**config.mk**
```make
export PLATFORM = sky130hd
export DESIGN_NAME = serial_adder_flat
export DESIGN_NICKNAME = d
export VERILOG_FILES = /design/src/rtl/serial_adder_if.sv /design/src/rtl/serial_adder.sv /design/src/flat_wrapper.sv
export SDC_FILE = /design/constraint.sdc
export NUM_CORES = 1
export LEC_CHECK = 0
export ABC_AREA = 1
export CORE_MARGIN = 1.5
export CORE_UTILIZATION = 50
export DETAILED_ROUTE_END_ITERATION = 6
export PLACE_DENSITY = 0.77
export SLEW_MARGIN = 20
export SYNTH_ARGS = -nofsm -noshare
export SYNTH_HDL_FRONTEND = slang
export SYNTH_SLANG_ARGS = --single-unit
```
**constraint.sdc**
```tcl
create_clock -name clk -period 1.7 [get_ports clk]
set_clock_uncertainty 0.2 [all_clocks]
set_input_delay 0.51 -clock clk [delete_from_list [all_inputs] [get_ports clk]]
set_output_delay 0.51 -clock clk [all_outputs]
set_load 0.1 [all_outputs]
```
**src/rtl/serial_adder_if.sv**
```systemverilog
// Handshake/operand bundle for serial_adder.
// SERIAL_ADDER_SUB_EN adds the `sub` request bit.
interface serial_adder_if #(
    parameter int WIDTH = 8
);
    logic             start;
    logic [WIDTH-1:0] a;
    logic [WIDTH-1:0] b;
    logic             cin;
`ifdef SERIAL_ADDER_SUB_EN
    logic             sub;
`endif
    logic             busy;
    logic             done;
    logic [WIDTH-1:0] sum;
    logic             cout;
    logic             ovf;

    modport master (
`ifdef SERIAL_ADDER_SUB_EN
        output sub,
`endif
        output start, a, b, cin,
        input  busy, done, sum, cout, ovf
    );

    modport slave (
`ifdef SERIAL_ADDER_SUB_EN
        input  sub,
`endif
        input  start, a, b, cin,
        output busy, done, sum, cout, ovf
    );
endinterface

```
**src/rtl/serial_adder.sv**
```systemverilog
// Digit-serial adder: one DIGIT-wide slice, WIDTH/DIGIT add cycles per operation.
// Optional subtract mode under SERIAL_ADDER_SUB_EN.
module serial_adder #(
    parameter int WIDTH = 8,
    parameter int DIGIT = 1
) (
    input logic            clk,
    input logic            rst,
    serial_adder_if.slave  bus
);
    localparam int N  = WIDTH / DIGIT;
    localparam int CW = (N > 1) ? $clog2(N) : 1;

    localparam logic [1:0] IDLE = 2'd0;
    localparam logic [1:0] ADD  = 2'd1;
    localparam logic [1:0] DONE = 2'd2;

    logic [1:0]       state;
    logic [WIDTH-1:0] a_sh;
    logic [WIDTH-1:0] b_sh;
    logic [WIDTH-1:0] res_sh;
    logic             carry;
    logic [CW-1:0]    cnt;
    logic [WIDTH-1:0] sum_q;
    logic             cout_q;
    logic             ovf_q;

    logic [DIGIT:0]   slice;
    logic [WIDTH-1:0] res_next;
    logic             c_msb;
    logic [WIDTH-1:0] b_in;
    logic             c_in;

    always_comb begin
        slice = {1'b0, a_sh[DIGIT-1:0]} + {1'b0, b_sh[DIGIT-1:0]} + {{DIGIT{1'b0}}, carry};
        // Carry into the slice MSB, recovered from its sum bit; meaningful on the last digit.
        c_msb = a_sh[DIGIT-1] ^ b_sh[DIGIT-1] ^ slice[DIGIT-1];
    end

    if (WIDTH > DIGIT) begin : g_shift
        assign res_next = {slice[DIGIT-1:0], res_sh[WIDTH-1:DIGIT]};
    end else begin : g_single
        assign res_next = slice[DIGIT-1:0];
    end

    always_comb begin
`ifdef SERIAL_ADDER_SUB_EN
        b_in = bus.sub ? ~bus.b : bus.b;
        c_in = bus.sub ? 1'b1 : bus.cin;
`else
        b_in = bus.b;
        c_in = bus.cin;
`endif
    end

    always_ff @(posedge clk) begin
        if (rst) begin
            state  <= IDLE;
            a_sh   <= '0;
            b_sh   <= '0;
            res_sh <= '0;
            carry  <= 1'b0;
            cnt    <= '0;
            sum_q  <= '0;
            cout_q <= 1'b0;
            ovf_q  <= 1'b0;
        end else if (state != ADD) begin
            // IDLE and DONE both accept a new request.
            if (bus.start) begin
                a_sh  <= bus.a;
                b_sh  <= b_in;
                carry <= c_in;
                cnt   <= '0;
                state <= ADD;
            end else begin
                state <= IDLE;
            end
        end else begin
            a_sh   <= a_sh >> DIGIT;
            b_sh   <= b_sh >> DIGIT;
            res_sh <= res_next;
            carry  <= slice[DIGIT];
            cnt    <= cnt + 1'b1;
            if (cnt == CW'(N - 1)) begin
                sum_q  <= res_next;
                cout_q <= slice[DIGIT];
                ovf_q  <= c_msb ^ slice[DIGIT];
                state  <= DONE;
            end
        end
    end

    assign bus.busy = (state == ADD);
    assign bus.done = (state == DONE);
    assign bus.sum  = sum_q;
    assign bus.cout = cout_q;
    assign bus.ovf  = ovf_q;
endmodule

```
**src/flat_wrapper.sv**
```systemverilog
// flat-port wrapper written by rule: the top's interface ports become plain ports
module serial_adder_flat 
#(
    parameter int WIDTH = 8,
    parameter int DIGIT = 1
)
  (clk, rst, bus_start, bus_a, bus_b, bus_cin, bus_busy, bus_done, bus_sum, bus_cout, bus_ovf);
  serial_adder_if #(.WIDTH(WIDTH)) bus_i ();
  input logic clk;
  input logic rst;
  input wire logic [$bits(bus_i.start)-1:0] bus_start;
  input wire logic [$bits(bus_i.a)-1:0] bus_a;
  input wire logic [$bits(bus_i.b)-1:0] bus_b;
  input wire logic [$bits(bus_i.cin)-1:0] bus_cin;
  output wire logic [$bits(bus_i.busy)-1:0] bus_busy;
  output wire logic [$bits(bus_i.done)-1:0] bus_done;
  output wire logic [$bits(bus_i.sum)-1:0] bus_sum;
  output wire logic [$bits(bus_i.cout)-1:0] bus_cout;
  output wire logic [$bits(bus_i.ovf)-1:0] bus_ovf;
  assign bus_i.start = bus_start;
  assign bus_i.a = bus_a;
  assign bus_i.b = bus_b;
  assign bus_i.cin = bus_cin;
  assign bus_busy = bus_i.busy;
  assign bus_done = bus_i.done;
  assign bus_sum = bus_i.sum;
  assign bus_cout = bus_i.cout;
  assign bus_ovf = bus_i.ovf;
  serial_adder #(.WIDTH(WIDTH), .DIGIT(DIGIT)) u_core (.clk(clk), .rst(rst), .bus(bus_i));
endmodule
```
==> results.md <==
* Status: finished, violations left
* Failing checks: setup timing
* Hpwl dp at approximately 2200 um
* Worst Setup End Kind: primary output
* Area taken by multi-input logic gates at ~770 sq um
* Grt ovf at 0
* Post-Synthesis Cells at 240
* DR DRC count at 0
* Initial antenna violation count at 0
* Fin crit share at 106.3%
* CTS Buffer Depth at 2
* Pre-antenna DRT Iters at 5
* Tmin final at 1.806 ns
* Met3 GRT Util at between 4 and 5%
* FF+latch count, synth at 39
* Clk_lat worst skew at roughly 0.34 ns
* Worst-margin pin slew at 0.3267 ns
* WP buf/inv at 2
* Required time of the worst setup path at 0.99 ns
* Wire length of the first global-routing pass at between 5000 and 6000 um
* DRC marker count from the first detailed-route iteration at 63
* Count of pins over their slew limit at 0
* Crit path max-delay family: flip-flops
* Final worst-path setup slack at -0.1063 ns
* Critical path launch point type: flop
* Met1 GRT Util at 23.78%
* # IOs at 32
* CTS clk-pin slew, worst paths at about 0.11 ns
* Final #Nets at about 300
* Arr. time, crit path at approximately 1.1 ns
* Synthesized Nets at ~260
* Non-Filler Instances at 322
* Largest net degree at the start of global routing at 37
* Hold Vio Cnt, Final at 0
* Rows at 21
* CTS Buf Count at 5
* Endpoints failing setup at 2
* Max Cap Violations at 0
* Initial Utilization at 51.66%
* Overall global routing resource usage at a little under a fifth
* # diodes at 0
* RSZ-0062 raised after global routing: true
* P per Cell Area at between 700 and 800 mW/mm^2
* Vias per std cell at a little under 5
* Full die area at 0.003780 sq mm
* Die W at ~61 um
* Port buffer count at 31
* Register area at around 790 sq um
* Netlist cell types at 20
* Worst hold path type: reg -> reg
* Cell area after synthesis at roughly 0.0017 sq mm
* Routability Congestion at 0.7122
* Clock Tree Root: clkbuf_4
* GRT busiest layer: met2
* H-tree depth at 2
* Routed vias at 1567
* Critical path cell sequence: inv_2, nor2_4, buf_12
* Cts hold-fix bufs at 0
* WS Path Type: reg -> out
* Setup_tns at -0.2078 ns
* Leak at 1.097 nW
* Synth Warn # at 0
* Sink Count at 39
* Avg Inst Size Synth at between 7 and 8 sq um
* Area growth from synthesis to final layout at 33.87%
* Worst IR Drop VDD at 0.6147 mV
* Vert. Die Dim at 61.49 um
* Cell at the slowest stage of the critical path: dfxtp_4
* Post-route ant nets at 0
* Sequential area share after synthesis at 45.65%
* Layout cells sized above 1 at 15.22%
* Vias in the first global route at approximately 1300
* CORE AREA at about 0.0033 sq mm
* DP Area at approximately 0.0022 sq mm
* WHS at between 0.2 and 0.3 ns
* WL final at 3287 um
* Slew HR at between 70% and 80%
* DR WL/cell at slightly above 10 um
* Final Cell Area at 0.002290 sq mm
* CTS tree: built
* Placed Cells at about 310
* Critical path peak fanout at 4
* Met2 Use GR at a little under a third
* R2R Setup Slk at 0.09 ns
* # fillers at 285
* Setup Slack @ Placement at -0.3354 ns
* Max Clk Rate at 553.6 MHz
* CP max stage delay at about 0.38 ns
-- power by group --
group	internal, mW	switching (mW)
combinational	0.122	0.145
clock	0.192	0.282
sequential	0.954	0.0263
total	1.27	0.453
-- worst register-to-register path, stage by stage, from the launching register on --
cell and delay (ns):
dfxtp_1 0.37, ha_1 0.16, ha_1 0.14, nand3_1 0.16, nand2_2 0.18, clkinvlp_4 0.15, nand2_1 0.09, nand2_1 0.05
-- layout by cell type, fill, tap and decap left out, drive strengths merged, types with 4 or more instances in the layout --
| cell | synthesis | final |
|---|---|---|
| nand2 | 83 | 83 |
| clkbuf | 1 | 6 |
| clkdlybuf4s50 | 0 | 18 |
| inv | 24 | 24 |
| nor2 | 17 | 17 |
| nand3 | 47 | 47 |
| a21oi | 4 | 4 |
| buf | 11 | 21 |
| dfxtp | 39 | 39 |
| o21ai | 8 | 8 |
-- sequential cells by signal, indices dropped and copies added, names as in the netlist --
signal and cells:
u_core.a_sh 8, u_core.b_sh 8, u_core.bus.cout 1, u_core.bus.ovf 1
u_core.bus.sum 8, u_core.carry 1, u_core.cnt 3, u_core.res_sh 7
u_core.state 2
-- what timing repair did --
| item | 4_1_cts | 5_1_grt |
|---|---|---|
| resized for setup | 6 | 6 |
| cloned | 0 | 1 |
| setup buffers | 1 | 0 |
| endpoints found under the setup margin | 12 | 12 |
| pin swaps | 1 | 0 |
-- logic make-up after synthesis --
family / share of synthesized area (%)
AND/OR/NAND/NOR: 36.72
AO/OA/AOI/OAI: 4.389
buffers and inverters: 10.61
adder cells (fa/ha/maj): 2.633
flip-flops: 45.65
-- layout make-up --
class / instances / share of cell area [%]
flip-flops and latches: 39 / 34.32
repair buffers: 40 / 22.57
well taps: 46 / 2.514
inverters: 25 / 4.262
clock buffers: 6 / 2.240
clock inverters: 1 / 0.2186
multi-input cells: 164 / 33.55
repair inverters: 1 / 0.3279
-- metal layers --
metal | vias up | wire length (um)
met2 | 37 | 1606
li1 | 827 | -
met1 | 696 | 1466
met4 | 0 | 65
met5 | - | 0
met3 | 7 | 149
-- metrics by stage --
stage,utilization (%),power (mW)
2_1_floorplan,-,1.171
3_3_place_gp,66.18,1.254
3_5_place_dp,66.18,1.260
4_1_cts,68.44,1.730
5_1_grt,69.16,1.806
6_report,69.16,1.720
-- final timing paths --
| check | start | cells after the start | to |
|---|---|---|---|
| max | u_core.state[0] | 3 | bus_busy |
| min | u_core.res_sh[1] | 2 | u_core.bus.sum[0] |
| max reg2reg | u_core.cnt[0] | 7 | u_core.bus.sum[2] |
| min reg2reg | u_core.res_sh[1] | 2 | u_core.bus.sum[0] |
-- cells in the mapped netlist --
library cell | instances | area [sq um]
a211oi_1 | 2 | 15.01
buf_4 | 7 | 52.55
buf_1 | 1 | 3.750
nand2_4 | 1 | 11.26
a21oi_1 | 4 | 20.02
clkbuf_1 | 1 | 3.750
nor2_4 | 1 | 11.26
nor2_2 | 1 | 6.260
ha_1 | 2 | 25.02
nand2_1 | 82 | 307.8
nand3_1 | 47 | 235.2
inv_1 | 22 | 82.58
buf_6 | 2 | 22.52
buf_2 | 1 | 5.000
clkinv_1 | 1 | 3.750
nor2_1 | 15 | 56.30
o21ai_0 | 8 | 40.04
fa_1 | 1 | 20.02
dfxtp_1 | 39 | 780.8
inv_2 | 2 | 7.510
No activity file was read; power rests on OpenSTA's default activity.
